<file path="src/rtl/shr2_pkg.sv">
// Shared definitions for the shr2_seq 2-bit right-shift sequencer.
// Holds the state encoding and the default register width.
package shr2_pkg;

  typedef enum logic [1:0] {
    IDLE = 2'd0,
    RUN  = 2'd1,
    DONE = 2'd2
  } state_t;

  localparam int DEFAULT_WIDTH = 8;

endpackage

</file>
<file path="src/rtl/shr2_step.sv">
// Combinational single step: shift vec right by two and insert inadd at the MSBs.
// The pair of bits that falls off the bottom is returned on res.
module shr2_step
  import shr2_pkg::*;
#(
  parameter int WIDTH = DEFAULT_WIDTH
) (
  input  logic [WIDTH-1:0] vec,
  input  logic [1:0]       inadd,
  output logic [WIDTH-1:0] shifted,
  output logic [1:0]       res
);

  assign shifted = {inadd, vec[WIDTH-1:2]};
  assign res     = vec[1:0];

endmodule

</file>
<file path="src/rtl/shr2_seq.sv">
// Sequenced 2-bit right shifter: load an operand, then run STEPS shift steps.
// Define SHR2_SEQ_AUTO_EN to step on every RUN cycle instead of only when shift=1.
module shr2_seq
  import shr2_pkg::*;
#(
  parameter int WIDTH = DEFAULT_WIDTH,
  parameter int STEPS = WIDTH / 2,
  localparam int CW   = $clog2(STEPS + 1)
) (
  input  logic             clk,
  input  logic             rst,
  input  logic             load,
  input  logic [WIDTH-1:0] din,
  input  logic             shift,
  input  logic [1:0]       inadd,
  output logic [WIDTH-1:0] dout,
  output logic [1:0]       res,
  output logic [CW-1:0]    cnt,
  output logic             busy,
  output logic             done
);

  state_t           state;
  logic             step_req;
  logic [WIDTH-1:0] step_vec;
  logic [1:0]       step_res;
  logic [CW-1:0]    cnt_next;

`ifdef SHR2_SEQ_AUTO_EN
  // shift is still referenced so the port list stays identical in both builds
  assign step_req = 1'b1 | shift;
`else
  assign step_req = shift;
`endif

  assign cnt_next = cnt + 1'b1;

  shr2_step #(.WIDTH(WIDTH)) u_step (
    .vec     (dout),
    .inadd   (inadd),
    .shifted (step_vec),
    .res     (step_res)
  );

  // Priority: reset, then load (from any state), then a step while running.
  always_ff @(posedge clk) begin
    if (rst) begin
      state <= IDLE;
      dout  <= '0;
      res   <= '0;
      cnt   <= '0;
      busy  <= 1'b0;
      done  <= 1'b0;
    end else if (load) begin
      state <= RUN;
      dout  <= din;
      res   <= '0;
      cnt   <= '0;
      busy  <= 1'b1;
      done  <= 1'b0;
    end else if (state == RUN && step_req) begin
      dout <= step_vec;
      res  <= step_res;
      cnt  <= cnt_next;
      if (cnt_next == CW'(STEPS)) begin
        state <= DONE;
        busy  <= 1'b0;
        done  <= 1'b1;
      end
    end
  end

endmodule

</file>
<file path="config.mk">
export PLATFORM = sky130hd
export DESIGN_NAME = shr2_seq
export DESIGN_NICKNAME = d
export VERILOG_FILES = /design/src/rtl/shr2_pkg.sv /design/src/rtl/shr2_step.sv /design/src/rtl/shr2_seq.sv
export SDC_FILE = /design/constraint.sdc
export NUM_CORES = 1
export LEC_CHECK = 0
export CAP_MARGIN = 20
export CORE_UTILIZATION = 37
export CTS_CLUSTER_DIAMETER = 50
export DETAILED_ROUTE_END_ITERATION = 6
export PLACE_DENSITY = 0.73
export SETUP_SLACK_MARGIN = 0.02
export SYNTH_ARGS = -nofsm -noshare
export SYNTH_HDL_FRONTEND = slang
export SYNTH_SLANG_ARGS = --single-unit
</file>
<file path="constraint.sdc">
create_clock -name clk -period 1.09 [get_ports clk]
set_input_delay 0.218 -clock clk [delete_from_list [all_inputs] [get_ports clk]]
set_output_delay 0.218 -clock clk [all_outputs]
set_load 0.005 [all_outputs]
</file>
# After elaboration in Yosys (flattened, before gate mapping)
# Index checks and enable logic that the tools add are counted.
[classes]
n_addsub = 1
mul = 0
div_mod_pow = 0
n_lt_le_gt_ge = 0
eq_ne = 2
n_shift = 0
muxes = 8
bitwise_logic = 0
reduce_logical = 6
[op_table]
columns = ["cell", "n"]
rows = [
  ["$mux W8", 2],
  ["$mux W1", 6],
  ["$reduce_and A2 Y1", 2],
  ["$reduce_bool A2 Y1", 2],
  ["$add A3 B1 Y3 const B", 1],
  ["$eq A3 B3 Y1 const B", 1],
  ["$eq A2 B1 Y1 const B", 1],
  ["$reduce_or A2 Y1", 1],
  ["$logic_and A1 B1 Y1", 1],
]
[totals]
ff_bits = 16
latch_bits = 0
mem_bits_rw = 0
romBits = 0
input_bits = 14
out_inout_bits = 15
elab_cells = 23
mem_count = 0

# Longest topological paths before layout
[logic_depth]
depth_word = 5
depth_mapped = 5
ltp_nobuf = 4

# Cells and area by module
# From an unflattened synthesis, not the netlist that was laid out.
[unflattened]
hier_cells = 92
hier_area_um2 = 843.3
[by_module_without_submodules]
columns = ["module", "instances", "cells_per_inst", "area_each_um2", "seq_area_each_um2"]
rows = [
  ["shr2_seq", 1, 82, 768.2, 300.3],
  ["shr2_step", 1, 10, 75.1, 0.0],
]

# Worst setup path after synthesis
# No wires, ideal clock.
[synth_timing]
path_kind = "flip-flop to flip-flop"
from = "reg state[1]"
to = "reg dout[4]"
setup_time_ns = 0.103
t_arrival_ns = 1.059
setup_slack_ns = -0.072
stages_incl_launch_ff = 5
n_path_buf = 2
path_cell_list = "dfxtp_1 -> and3b_1 -> buf_6 -> buf_12 -> a2111oi_2"
[synth_via]
elab_chain_cells = 3
[synth_rtl]
columns = ["element", "line_no", "text"]
rows = [
  ["start: declaration", "shr2_seq.sv:23", "state_t state;"],
  ["start signal: assignment", "shr2_seq.sv:48", "state <= IDLE;"],
  ["start signal: assignment", "shr2_seq.sv:55", "state <= RUN;"],
  ["start signal: assignment", "shr2_seq.sv:66", "state <= DONE;"],
  ["$eq A2 B1 Y1", "shr2_seq.sv:61", "end else if (state == RUN && step_req) begin"],
  ["$logic_and A1 B1 Y1", "shr2_seq.sv:61", ""],
  ["$reduce_bool A2 Y1 (no source line)", "--", ""],
  ["end signal: assignment", "shr2_seq.sv:56", "dout <= din;"],
  ["end signal: assignment", "shr2_seq.sv:62", "dout <= step_vec;"],
  ["end: declaration", "shr2_seq.sv:16", "output logic [WIDTH-1:0] dout,"],
]
# Every way passes these cells.
# A chain may end at the register's enable or synchronous reset.

# Final worst setup path
# Same ends and word-level chain as after synthesis.

==> parameters.txt <==
Parameter                              Value

Finish
  Net count, final    155
  Proportion of layout cells with a drive suffix above 1    0.652
  Count of placed standard cells in the final layout, fillers left out    roughly 160
  Layout overhead on the synthesized area    113%
  ANT cells    0

STA
  Highest clock rate    0.717 GHz
  Number of pins exceeding their max-slew limit in the final report    0
  Total setup violations reported at the end of the flow    17
  Fin crit share    1.28
  Tightest slew margin relative to the limit    0.690
  Setup repair after global routing missed its margin    true
  Worst Slack Setup Final    -305 ps
  Clock skew after layout    11.8 ps
  Slew at the pin closest to its max-slew limit    463 ps
  Hold violation count in the final report    0
  Min Tclk post-route    1390 ps

Synthesis
  Synth Net Count    92
  Number of distinct library cell variants in the gate-level netlist after synthesis    24
  Mapped Cells    between 70 and 80
  Library cell occupying the most area in the post-synthesis netlist    sky130_fd_sc_hd__dfxtp_1
  Number of register bits inferred by synthesis    15
  Cell types occupying the most area after synthesis    sky130_fd_sc_hd__dfxtp_1 41%, sky130_fd_sc_hd__a2111oi_2 12%, sky130_fd_sc_hd__nor2_1 7.7%, sky130_fd_sc_hd__nor3_1 5.5%, sky130_fd_sc_hd__nand2_1 3.6%
  Number of warnings printed during yosys synthesis    0
  Cell area after technology mapping    729 um2
  Share of the synthesized area in the top cell type    0.412
  Share of synthesized area occupied by flip-flops and latches    0.412
  Mean instance size in the synthesized netlist    9.60 um2

Clock network
  H-tree levels    1
  Clock buffer depth    2
  Skew-Pair Late Insertion Delay    290 ps
  Clock edge transition at the registers on the reported setup and hold paths    about 100 ps
  Number of clock sinks    15
  Inserted Clock Buffers    3
  Library cell used as clock root buffer    sky130_fd_sc_hd__clkbuf_4
  CTS tree    yes

Place
  Buffers on Ports    28
  Placed wire-length estimate    between 1000 and 1500 um
  Worst slack after detailed placement    -465 ps
  Routability Congestion    around 0.73
  Number of instances in the placed design    144

Route
  Iteration-0 DRC count of the detailed router    37
  Via count normalized by instance count    ~5.3
  DR vias    866
  Routed length per placed instance    20.3 um
  Number of remaining DRC errors    0
  WL met2    1740 um
  DRT met1 WL    1350 um
  Initial DRT Pass Iterations    4
  Highest routed metal layer    met4
  Total length of routed met3 wires    148 um
  Post-route antenna net violation count    0
  Final WL    3320 um

Global route
  Number of antenna violations at the first check in global routing    0
  Pin count of the biggest net entering global routing    11
  Aggregate global routing overflow    0
  Global-route wire length before repair    3580 um
  Number of global-route vias before repair    776
  Total routing resource utilization after global routing    0.242

Worst setup path
  Data required time at the worst endpoint    1260 ps
  Data arrival, critical path    1570 ps
  Critical setup path kind    flip-flop to flip-flop
  Worst reg2reg path startpoint    state[1]$_SDFFE_PP0P_
  Slowest cell on the critical path    sky130_fd_sc_hd__dfxtp_2
  Largest fanout of any net on the critical path    5
  Element type at the critical path start    flip-flop
  Reg-to-reg slack, setup    -300 ps
  Launch point of the worst path    state[1]$_SDFFE_PP0P_
  Cell-by-cell listing of the critical path    buf_6 > and3b_2 > clkbuf_16 > buf_12 > a2111oi_4
  Cell class contributing the biggest share of worst-path delay    buffers and inverters
  CP peak stage delay    around 350 ps
  CP bufs+invs    3
  CP Capture Type    flip-flop

Power and ir drop
  Reported leakage power    0.638 nW
  Worst ir drop on vdd    approximately 1.0 mV
  Total power    1.38 mW
  Ratio of total power to cell area    884 mW/mm2

Floorplanning
  Starting density of the core    0.409
  Row Count    15
  Height of the chip    46.4 um
  Floorplan die width    46.4 um
  Floorplan core area    0.00178 mm2
  IO Pins    29
  Overall die area    around 0.0022 mm2

Worst hold path
  Start point of the worst hold path    shift
  Type of the most critical hold path    input pin to flip-flop

Status
  Violated checks    setup timing
  Outcome    finished, violations left

Job
  Max_cap viols    0
## worst reg2reg max path: stages, from the launching register on
cell and delay (ps):
sky130_fd_sc_hd__dfxtp_2 350, sky130_fd_sc_hd__buf_6 90, sky130_fd_sc_hd__and3b_2 240, sky130_fd_sc_hd__clkbuf_16 170, sky130_fd_sc_hd__buf_12 130, sky130_fd_sc_hd__a2111oi_4 300
## what timing repair did
action                     CTS  global route
pin swaps                    6             6
setup endpoints to repair   26            24
cloned                       1             0
buffers inserted             7             7
resized for setup           64            29
hold buffers                 0             0
## registers in the layout, indices dropped and copies added, names as in the netlist
register,cells
res,2
state,2
dout,8
cnt,3
## routing by layer
layer  track usage  up-vias
met3        0.0275        8
met1         0.283      427
met4        0.0824        0
li1              -      394
met5             0        -
met2         0.444       37
## cells in the final DEF, fill, tap and decap left out, types with 5 or more instances in the layout
master and instances:
sky130_fd_sc_hd__nor2_1 15, sky130_fd_sc_hd__nand2_1 6, sky130_fd_sc_hd__nor3_4 7, sky130_fd_sc_hd__clkdlybuf4s15_1 5, sky130_fd_sc_hd__a2111oi_4 7, sky130_fd_sc_hd__buf_6 8
sky130_fd_sc_hd__clkbuf_2 8, sky130_fd_sc_hd__dfxtp_2 15, sky130_fd_sc_hd__buf_4 24, sky130_fd_sc_hd__clkdlybuf4s50_1 11
## cells by family after synthesis
kind of cell    count (synthesis)  synth area share
compound gates                 14             0.209
xor+xnor                        3            0.0360
fa+ha+maj                       2            0.0343
buf+inv                         7            0.0840
simple gates                   35             0.225
flops                          15             0.412
## synthesized netlist by cell type (all sizes together)
master   count
nand3b       1
o21ba        1
or2          1
xor2         1
inv          1
clkbuf       1
a21oi        4
and3b        1
a2111oi      7
ha           2
nand2        8
a311oi       1
nor3         8
nor2        15
dfxtp       15
clkinv       1
xnor2        2
nand4b       1
buf          4
o31ai        1
## where the power goes
part	internal, mW	switching [mW]	leakage (nW)
registers	0.582	0.0219	0.129
logic	0.240	0.204	0.492
clock network	0.136	0.191	0.0177
total	0.959	0.416	0.638
## path summary, 6_finish.rpt
check,to,cells past startpoint
worst max register to register,dout[4]$_SDFFE_PP0P_,5
worst min-delay path,cnt[2]$_SDFFE_PP0P_,5
worst min register to register,res[0]$_SDFFE_PP0P_,2
worst max-delay path,dout[4]$_SDFFE_PP0P_,5
## cell type report
class                   instances  area (um2)
clock buffers                   3        22.5
clock inverters                 1        5.00
fillers                        78         228
inverters                       2        7.51
multi-input cells              54         588
flip-flops and latches         15         319
well taps                      25        31.3
repair buffers                 63         582
## stage by stage
stage	TNS, ps	cell area (um2)	util	hold slack (ps)
floorplan	-223	797	-	395
global placement	-5260	1230	0.690	447
detailed placement	-5540	1230	0.690	458
CTS	-2570	1450	0.812	469
global route	-3600	1560	0.872	513
finish	-3120	1560	0.872	476
No activity file was read; power rests on OpenSTA's default activity.
